File: config.mk
export PLATFORM = sky130hd
export DESIGN_NAME = if_prefetch_queue
export DESIGN_NICKNAME = d
export VERILOG_FILES = /design/src/rtl/if_prefetch_queue_pkg.sv /design/src/rtl/if_prefetch_queue_fifo.sv /design/src/rtl/if_prefetch_queue.sv
export SDC_FILE = /design/constraint.sdc
export NUM_CORES = 1
export LEC_CHECK = 0
export BUFFER_PORTS_ARGS = -buffer_cell sky130_fd_sc_hd__buf_2
export CAP_MARGIN = 5
export CORE_ASPECT_RATIO = 0.7
export CORE_MARGIN = 2
export CORE_UTILIZATION = 63
export DETAILED_ROUTE_END_ITERATION = 8
export HOLD_SLACK_MARGIN = 0.06
export PLACE_DENSITY = 0.95
export SLEW_MARGIN = 20
export SYNTH_ARGS = -nofsm -noshare
export SYNTH_HDL_FRONTEND = slang
export SYNTH_SLANG_ARGS = --single-unit
File: constraint.sdc
create_clock -name CLK -period 6.8 [get_ports CLK]
set_input_delay 0.68 -clock CLK [delete_from_list [all_inputs] [get_ports CLK]]
set_output_delay 0.68 -clock CLK [all_outputs]
set_load 0.02 [all_outputs]
File: src/rtl/if_prefetch_queue_pkg.sv
// Shared types and widths for the instruction prefetch queue.
// Queue entries pack {PC, IR} as one 64-bit word with PC in the upper half.
package if_prefetch_queue_pkg;

  localparam int unsigned IFQ_ENTRY_W = 64;
  localparam int unsigned IFQ_PC_LSB  = 32;
  localparam int unsigned IFQ_IR_LSB  = 0;

  typedef struct packed {
    logic [31:0] pc;
    logic [31:0] ir;
  } ifq_entry_t;

  // Width of a counter that must hold the value n itself.
  function automatic int unsigned ifq_cnt_w(input int unsigned n);
    return $clog2(n + 1);
  endfunction

  function automatic logic [31:0] ifq_bswap32(input logic [31:0] w);
    return {w[7:0], w[15:8], w[23:16], w[31:24]};
  endfunction

endpackage

File: src/rtl/if_prefetch_queue_fifo.sv
// Synchronous FIFO with flush; head word read combinationally, a push shows at the head next cycle.
// No internal backpressure: the owner guarantees no push when full and no pop when empty.
module if_prefetch_queue_fifo
  import if_prefetch_queue_pkg::*;
#(
  parameter  int unsigned W     = 32,
  parameter  int unsigned DEPTH = 4,
  localparam int unsigned PTR_W = (DEPTH > 1) ? $clog2(DEPTH) : 1,
  localparam int unsigned CNT_W = ifq_cnt_w(DEPTH)
) (
  input  logic             clk_i,
  input  logic             rst_ni,
  input  logic             push_i,
  input  logic [W-1:0]     push_dat_i,
  input  logic             pop_i,
  input  logic             flush_i,
  output logic [CNT_W-1:0] count_o,
  output logic [W-1:0]     head_dat_o
);

  logic [W-1:0]     mem_q [DEPTH];
  logic [PTR_W-1:0] wr_ptr_q, wr_ptr_d;
  logic [PTR_W-1:0] rd_ptr_q, rd_ptr_d;
  logic [CNT_W-1:0] cnt_q, cnt_d;
  logic             do_push, do_pop;

  // Explicit wrap so non-power-of-two depths work.
  function automatic logic [PTR_W-1:0] ptr_inc(input logic [PTR_W-1:0] p);
    if (p == PTR_W'(DEPTH - 1)) return '0;
    return p + PTR_W'(1);
  endfunction

  always_comb begin
    do_push  = push_i && !flush_i;
    do_pop   = pop_i && !flush_i;
    wr_ptr_d = wr_ptr_q;
    rd_ptr_d = rd_ptr_q;
    cnt_d    = cnt_q;
    if (flush_i) begin
      wr_ptr_d = '0;
      rd_ptr_d = '0;
      cnt_d    = '0;
    end else begin
      if (do_push) wr_ptr_d = ptr_inc(wr_ptr_q);
      if (do_pop)  rd_ptr_d = ptr_inc(rd_ptr_q);
      cnt_d = cnt_q + CNT_W'(do_push) - CNT_W'(do_pop);
    end
  end

  always_ff @(posedge clk_i) begin
    if (!rst_ni) begin
      wr_ptr_q <= '0;
      rd_ptr_q <= '0;
      cnt_q    <= '0;
    end else begin
      wr_ptr_q <= wr_ptr_d;
      rd_ptr_q <= rd_ptr_d;
      cnt_q    <= cnt_d;
    end
  end

  always_ff @(posedge clk_i) begin
    if (!rst_ni) begin
      mem_q <= '{default: '0};
    end else if (do_push) begin
      mem_q[wr_ptr_q] <= push_dat_i;
    end
  end

  assign count_o    = cnt_q;
  assign head_dat_o = mem_q[rd_ptr_q];

endmodule

File: src/rtl/if_prefetch_queue.sv
// RV32I fetch front end: sequential prefetch into a DEPTH-entry {PC,IR} queue; IFQ_BSWAP_EN byte-reverses fetched words.
// Response in cycle N is visible to decode in N+1; requests stall on credit (queue + in-flight) and on D_READY backpressure.
module if_prefetch_queue
  import if_prefetch_queue_pkg::*;
#(
  parameter logic [31:0] RESET_PC = 32'h0000_0000,
  parameter int unsigned DEPTH    = 4,
  parameter int unsigned MAX_OUTS = 2
) (
  input  logic        CLK,
  input  logic        RSTN,
  output logic        IM_REQ,
  output logic [31:0] IM_ADDR,
  input  logic        IM_GNT,
  input  logic        IM_RVALID,
  input  logic [31:0] IM_RDATA,
  output logic        D_VALID,
  input  logic        D_READY,
  output logic [31:0] D_PC,
  output logic [31:0] D_IR,
  input  logic        REDIR_VALID,
  input  logic [31:0] REDIR_PC
);

  localparam int unsigned CNT_W  = ifq_cnt_w(DEPTH);
  localparam int unsigned OUTS_W = ifq_cnt_w(MAX_OUTS);
  localparam int unsigned OCC_W  = 8;

  logic [31:0]       fpc_q, fpc_d;
  logic [OUTS_W-1:0] outs_q, outs_d;
  logic [OUTS_W-1:0] drop_q, drop_d;

  logic [CNT_W-1:0]  q_cnt;
  ifq_entry_t        q_head, q_push_dat;
  logic              q_push, q_pop;
  logic [31:0]       pc_head;
  logic [OUTS_W-1:0] pc_cnt;

  logic [OCC_W-1:0]  occ;
  logic              req, fire, rsp_ok, rsp_keep;
  logic [31:0]       rdata_st;

`ifdef IFQ_BSWAP_EN
  assign rdata_st = ifq_bswap32(IM_RDATA);
`else
  assign rdata_st = IM_RDATA;
`endif

  // Slots already promised: buffered entries plus in-flight responses that will be kept.
  assign occ = OCC_W'(q_cnt) + OCC_W'(outs_q) - OCC_W'(drop_q);

  always_comb begin
    req        = RSTN && !REDIR_VALID && (outs_q < OUTS_W'(MAX_OUTS)) && (occ < OCC_W'(DEPTH));
    fire       = req && IM_GNT;
    rsp_ok     = IM_RVALID && (outs_q != '0);
    rsp_keep   = rsp_ok && (drop_q == '0) && !REDIR_VALID;
    q_push     = rsp_keep;
    q_pop      = (q_cnt != '0) && D_READY && !REDIR_VALID;
    q_push_dat = '{pc: pc_head, ir: rdata_st};
  end

  always_comb begin
    fpc_d  = fpc_q;
    outs_d = outs_q + OUTS_W'(fire) - OUTS_W'(rsp_ok);
    drop_d = drop_q;
    if (REDIR_VALID) begin
      fpc_d  = REDIR_PC & ~32'h3;
      drop_d = outs_q - OUTS_W'(rsp_ok);
    end else begin
      if (fire) fpc_d = fpc_q + 32'd4;
      if (rsp_ok && (drop_q != '0)) drop_d = drop_q - OUTS_W'(1);
    end
  end

  always_ff @(posedge CLK) begin
    if (!RSTN) begin
      fpc_q  <= RESET_PC & ~32'h3;
      outs_q <= '0;
      drop_q <= '0;
    end else begin
      fpc_q  <= fpc_d;
      outs_q <= outs_d;
      drop_q <= drop_d;
    end
  end

  always_ff @(posedge CLK) begin
    if (RSTN) begin
      assert (!(IM_RVALID && (outs_q == '0)))
        else $error("if_prefetch_queue: IM_RVALID with no request in flight");
      assert (pc_cnt == outs_q)
        else $error("if_prefetch_queue: request-PC FIFO out of step with in-flight count");
    end
  end

  // Not flushed on redirect: stale responses still pop their PC so the FIFO stays aligned.
  if_prefetch_queue_fifo #(
    .W     (32),
    .DEPTH (MAX_OUTS)
  ) u_pc_fifo (
    .clk_i      (CLK),
    .rst_ni     (RSTN),
    .push_i     (fire),
    .push_dat_i (fpc_q),
    .pop_i      (rsp_ok),
    .flush_i    (1'b0),
    .count_o    (pc_cnt),
    .head_dat_o (pc_head)
  );

  if_prefetch_queue_fifo #(
    .W     (IFQ_ENTRY_W),
    .DEPTH (DEPTH)
  ) u_entry_fifo (
    .clk_i      (CLK),
    .rst_ni     (RSTN),
    .push_i     (q_push),
    .push_dat_i (q_push_dat),
    .pop_i      (q_pop),
    .flush_i    (REDIR_VALID),
    .count_o    (q_cnt),
    .head_dat_o (q_head)
  );

  assign IM_REQ  = req;
  assign IM_ADDR = fpc_q;
  assign D_VALID = RSTN && (q_cnt != '0);
  assign D_PC    = RSTN ? q_head.pc : 32'h0;
  assign D_IR    = RSTN ? q_head.ir : 32'h0;

endmodule

======== Yosys cells after proc, flatten, opt, wreduce, memory -nomap -nowiden ========
Cells that the tools add are included.
Widths: inputs -> output; s select.
word-level totals
  register bits ........................... 365
  output and inout bits ................... 98
  word-level logic and storage cells ...... 102
  input bits .............................. 70
cells by class
  add/subtract/negate cells ............... 13
  reductions and logical operators ........ 23
  equal/unequal tests ..................... 2
  multiplexer cells ....................... 36
  bitwise gates (word level) .............. 5
  $lt $le $gt $ge ......................... 8
operators with widths
  cell                   count
  $bwmux 256             1
  $mux 32                8
  $mux 64                3
  $bmux 64 s2            1
  $demux 64 s2           1
  $bwmux 64              1
  $add 32x3->32 const B  1
  $demux 32 s1           1
  $logic_and 1x1->1      15
  $mux 1                 14
  $mux 2                 6
  $lt 8x3->1 const B     1
  $reduce_bool 2->1      4
  $ge 3x3->1 const B     2
  $not 2->3              2
  $sub 4x2->5            1
  $add 2x1->2 const B    2
  $add 3x2->4            1
  $eq 2x2->1 const B     2
  $ge 2x2->1 const B     2
  $not 1->2              2
  $sub 2x1->2            2
  $add 3x1->3            1
  $lt 3x1->1 const B     1
  other kinds (11)       12

======== Longest topological paths before layout ========
  depth after elaboration ................. 8
  depth in mapped cells ................... 17
  depth with buffers taken out ............ 14

======== Hierarchy ========
From an unflattened synthesis, not the netlist that was laid out.
second synthesis, totals
  cell total of the unflattened synthesis .. 1698
  area, all modules ....................... 16977.5 um2
by module, submodules not included
  module                                  area each (um2)  seq. area each (um2)  cells each  instances
  if_prefetch_queue_fifo at u_entry_fifo  11209.5          5265.0                1015        1
  if_prefetch_queue_fifo at u_pc_fifo     2915.3           1361.3                304         1
  if_prefetch_queue                       2852.7           680.7                 379         1

======== Least setup slack after synthesis ========
Ideal clock, no wire load.
  path type ............................... register to register
  start ................................... register outs_q[1]
  end ..................................... register outs_q[1]
  data required time ...................... 6672 ps
  path slack .............................. 3037 ps
  period minus slack after synthesis ...... 3763 ps
  library setup time ...................... 128 ps
  arrival ................................. 3636 ps
  cell stages (with the launch flop) ...... 18
  buffers on the path ..................... 3
  cells stage by stage .................... dfxtp_1 inv_1 fa_1 inv_1 ha_1 and3b_1 or4_1 buf_2 a21oi_4 inv_2 clkbuf_1 clkbuf_1 ha_1 inv_1 ha_1 xnor2_1 xnor2_1 nor2_1
on the way
  longest elaborated chain between the ends .. 7
  elaborated cells between the ends (all ways) .. 11
  classes of those cells .................. add/sub (4); order compare (2); reduce/logical (5)
RTL lines
  item                    RTL line                 text
  from (decl)             if_prefetch_queue.sv:30  logic [OUTS_W-1:0] outs_q, outs_d;
  from (signal assigned)  if_prefetch_queue.sv:82  outs_q <= outs_d;
  $add 3x2->4             if_prefetch_queue.sv:50  assign occ = OCC_W'(q_cnt) + OCC_W'(outs_q) - OCC_W'(drop_q);
  $sub 4x2->5             if_prefetch_queue.sv:50
  $lt 8x3->1              if_prefetch_queue.sv:53  req = RSTN && !REDIR_VALID && (outs_q < OUTS_W'(MAX_OUTS)) && (occ < OCC_W'(DEPTH));
  $logic_and 1x1->1       if_prefetch_queue.sv:53
  $logic_and 1x1->1       if_prefetch_queue.sv:54  fire = req && IM_GNT;
  $add 2x1->2             if_prefetch_queue.sv:64  outs_d = outs_q + OUTS_W'(fire) - OUTS_W'(rsp_ok);
  $sub 2x1->2 *           if_prefetch_queue.sv:64
Every way passes the cells marked *; elsewhere a longest branch is shown, timed or not.
A chain may end at the register's enable or synchronous reset.

======== Worst setup path in the final report ========
Ends and elaborated chain as after synthesis.

==> impl_metrics.ini <==
[floorplanning]
floorplan.die_area_sq_um = 25700
start_util_pct = 64.6
core-area_sq_um = 23800
core.rowCount = 47
ios = 168
dieHeight_um = 135
die_width_um = 191

[layout]
syn_to_final_growth_pct = 12.4
final_area_sq_um = 17300
final_layout_size_suffix_gt1_share_pct = 17.0
final_cells = 2134
final_net_count = 1879

[synthesis]
synth-seq-area-share_pct = 45.7
syn-cell-area_sq_um = 15400
netlist_instances = 1724
post_synth_main_area_contributors = sky130_fd_sc_hd__dfxtp_1 46%, sky130_fd_sc_hd__mux4_2 9.1%, sky130_fd_sc_hd__nand2_1 8.3%, sky130_fd_sc_hd__a211oi_1 6.1%, sky130_fd_sc_hd__a21oi_1 5.3%
synthMostInstantiatedCell = sky130_fd_sc_hd__dfxtp_1
asyncSetResetFlopFracSynth_pct = 0
avgSynthCellArea_sq_um = 8.92
netlist.area_leader.share_pct = 45.7
synth_largest_area_cell = sky130_fd_sc_hd__dfxtp_1
synth_edf_count = 0
synth.top_cells.by_count = 351 x sky130_fd_sc_hd__dfxtp_1, 341 x sky130_fd_sc_hd__nand2_1, 173 x sky130_fd_sc_hd__nor2_1
synth_flop_cell = sky130_fd_sc_hd__dfxtp_1
yosys_warnings = 0
distinct_cell_type_count_after_synthesis = 50
postSynthRegisterBits = 351

[routing]
wl_met3_um = 3700
maxUsedRoutingLayer = met4
drt.antenna.violating_nets = 0
vias = 13400
drt_pass1_iterations = 8
drt_first_iter_violations = 1499
wl_met1_um = 17800
route.detailed.drc = 0
drt_wl_total_um = 41800
avgRoutedWirePerCell_um = 19.6
avgViaCountPerCell = 6.26
met2WireLength_um = 19500

[grt]
grt_antenna_before_repair = 1
globalRouteTotalUtil_pct = 32.4
first_global_vias = 13400
grt_first_pass_wirelength_um = 67200
overflow = 0
grt_max_degree = 119

[flow_run]
cap_violations = 0

[setup_path]
worst_setup_path_start_kind = flip-flop
crit_path_max_fo = 53
cp_slowest_cell = sky130_fd_sc_hd__inv_2
cp.required_ns = 7.17
crit_path_cell_trace = inv_1, fa_1, inv_1, ha_1, and3b_1, o21ai_1, a21oi_4, inv_2, ha_1, inv_1, ha_1, xnor2_1, xnor2_1, nor2_1
critPathArrivalTime_ns = 4.54
timing_worst_setup_path_type = reg2reg
reg2reg_setup_slack_ns = 2.63
timing.critical_path.to_type = flip-flop
crit_path_max_incr_delay_ns = 0.74

[sta]
number_of_hold_violations_in_the_final_report = 0
setup_viol = 0
fmax_mhz = 240
grt_setup_unrepaired = no
timing.slew.headroom_pct = 26.9
clock_skew_ns = 0.0133
postLayoutSetupSlackWorst_ns = 2.63
setup-tns-final_ns = 0
period_share_pct = 61.3
worst-slew-pin-transition_ns = 1.10
finalCriticalPeriod_ns = 4.17
final_max_slew_viol_count = 0

[clock_network]
post_cts_hold_buffer_count = 0
post_cts.repair.setup_buffers = 0
cts_tree = yes
post_cts_resize_count = 0
clkLatencyLatePin_ns = 0.51
ctsHtreeMaxLevel = 2
clk_root_buffer_cell = sky130_fd_sc_hd__clkbuf_16
clk_path_buf_depth = 3
clock_pin_slew_on_the_worst_setup_and_hold_paths_ns = 0.07
numClockSinks = 351
cts_inserted_buffers = 35

[place]
place.gp.congestion = 0.912
buffer_ports.inserted = 161
dp.final_hpwl_um = 25200
placed_cells = 2072
post_dp_cell_area_sq_um = 16200
dpl_worst_slack_ns = 2.75

[pwr]
vdd.ir_drop.worst_mv = 0.157
static-leakage-power_nw = 5.97
powerDensity_nw_per_um2 = 268

[outcome]
status = complete, no violations

[min_path]
worst_hold_path_type = in2reg
path summary, 6_finish.rpt:
kind | from | to | cells past startpoint
hold reg to reg | u_entry_fifo.mem_q[79]$_SDFFE_PN0P_ | u_entry_fifo.mem_q[79]$_SDFFE_PN0P_ | 2
setup / recovery | outs_q[1]$_SDFF_PN0_ | outs_q[1]$_SDFF_PN0_ | 14
hold / removal | IM_RDATA[0] | u_entry_fifo.mem_q[0]$_SDFFE_PN0P_ | 3
setup reg to reg | outs_q[1]$_SDFF_PN0_ | outs_q[1]$_SDFF_PN0_ | 14
sequential cells by signal, indices dropped and copies added (netlist names):
| signal | count |
|---|---|
| outs_q | 2 |
| u_entry_fifo.mem_q | 248 |
| IM_ADDR | 30 |
| u_pc_fifo.wr_ptr_q | 1 |
| u_pc_fifo.mem_q | 60 |
| u_pc_fifo.rd_ptr_q | 1 |
| u_entry_fifo.rd_ptr_q | 2 |
| u_entry_fifo.wr_ptr_q | 2 |
| drop_q | 2 |
| u_entry_fifo.count_o | 3 |
per-layer routing:
| layer | global-route usage, % | vias to the layer above |
|---|---|---|
| met5 | 0 | - |
| met4 | 9.95 | 0 |
| met3 | 5.59 | 87 |
| met2 | 52.0 | 707 |
| met1 | 45.0 | 6401 |
| li1 | - | 6155 |
cell families (layout without fill, tap and decap cells):
logic type      count (synthesis)  in the layout  synth area share [%]
other cells                     1              5                0.0244
mux                           144            144                  14.4
simple gates                  640            640                  17.7
buf+inv                       176            264                  4.45
flops                         351            351                  45.7
xor+xnor                        7              7                 0.399
fa+ha+maj                      18             18                  1.56
compound gates                387            387                  15.7
worst max-delay path, delay by kind of cell (launching register included):
kind	cells	cell delay [ns]
AO/OA/AOI/OAI	2	0.71
buffers and inverters	4	0.99
adder cells (fa/ha/maj)	4	1.40
flip-flops	1	0.41
AND/OR/NAND/NOR	2	0.24
XOR/XNOR	2	0.28
final cells by class:
cell class / count / area (sq um)
Antenna cell: 1 / 2.50
Clock buffer: 49 / 1000
Clock inverter: 12 / 113
Fill cell: 1674 / 6520
Inverter: 24 / 97.6
Multi-Input combinational cell: 1200 / 7700
Sequential cell: 351 / 7030
Tap cell: 318 / 398
Timing Repair Buffer: 179 / 945
cells in the final DEF, fill, tap and decap left out, drive strengths merged, types with 4 or more instances in the layout:
master,count
a211oi,125
a21oi,165
a22oi,6
a31oi,10
and2,70
and3,8
and4,6
buf,179
clkbuf,49
clkinv,10
conb,4
dfxtp,351
ha,16
inv,23
mux2i,79
mux4,62
nand2,341
nand3,10
nand4,11
nor2,173
nor3,7
o211ai,4
o21ai,37
o22ai,13
o311ai,4
o31a,4
o31ai,4
or4,8
xnor2,5
report_power, final:
part           total [W]  switching (W)  internal, W
Combinational   0.000531       0.000329     0.000202
Clock            0.00190       0.000794      0.00110
Sequential       0.00221      0.0000905      0.00212
Total            0.00464        0.00121      0.00343
metrics by stage:
stage               total power, W  hold WS [ns]  utilization [%]
floorplan                  0.00259         0.433                -
global placement           0.00273         0.438             67.9
detailed placement         0.00276         0.444             67.9
CTS                        0.00464         0.431             72.6
global route               0.00478         0.439             72.6
finish                     0.00464         0.441             72.6
No activity file was read; power rests on OpenSTA's default activity.
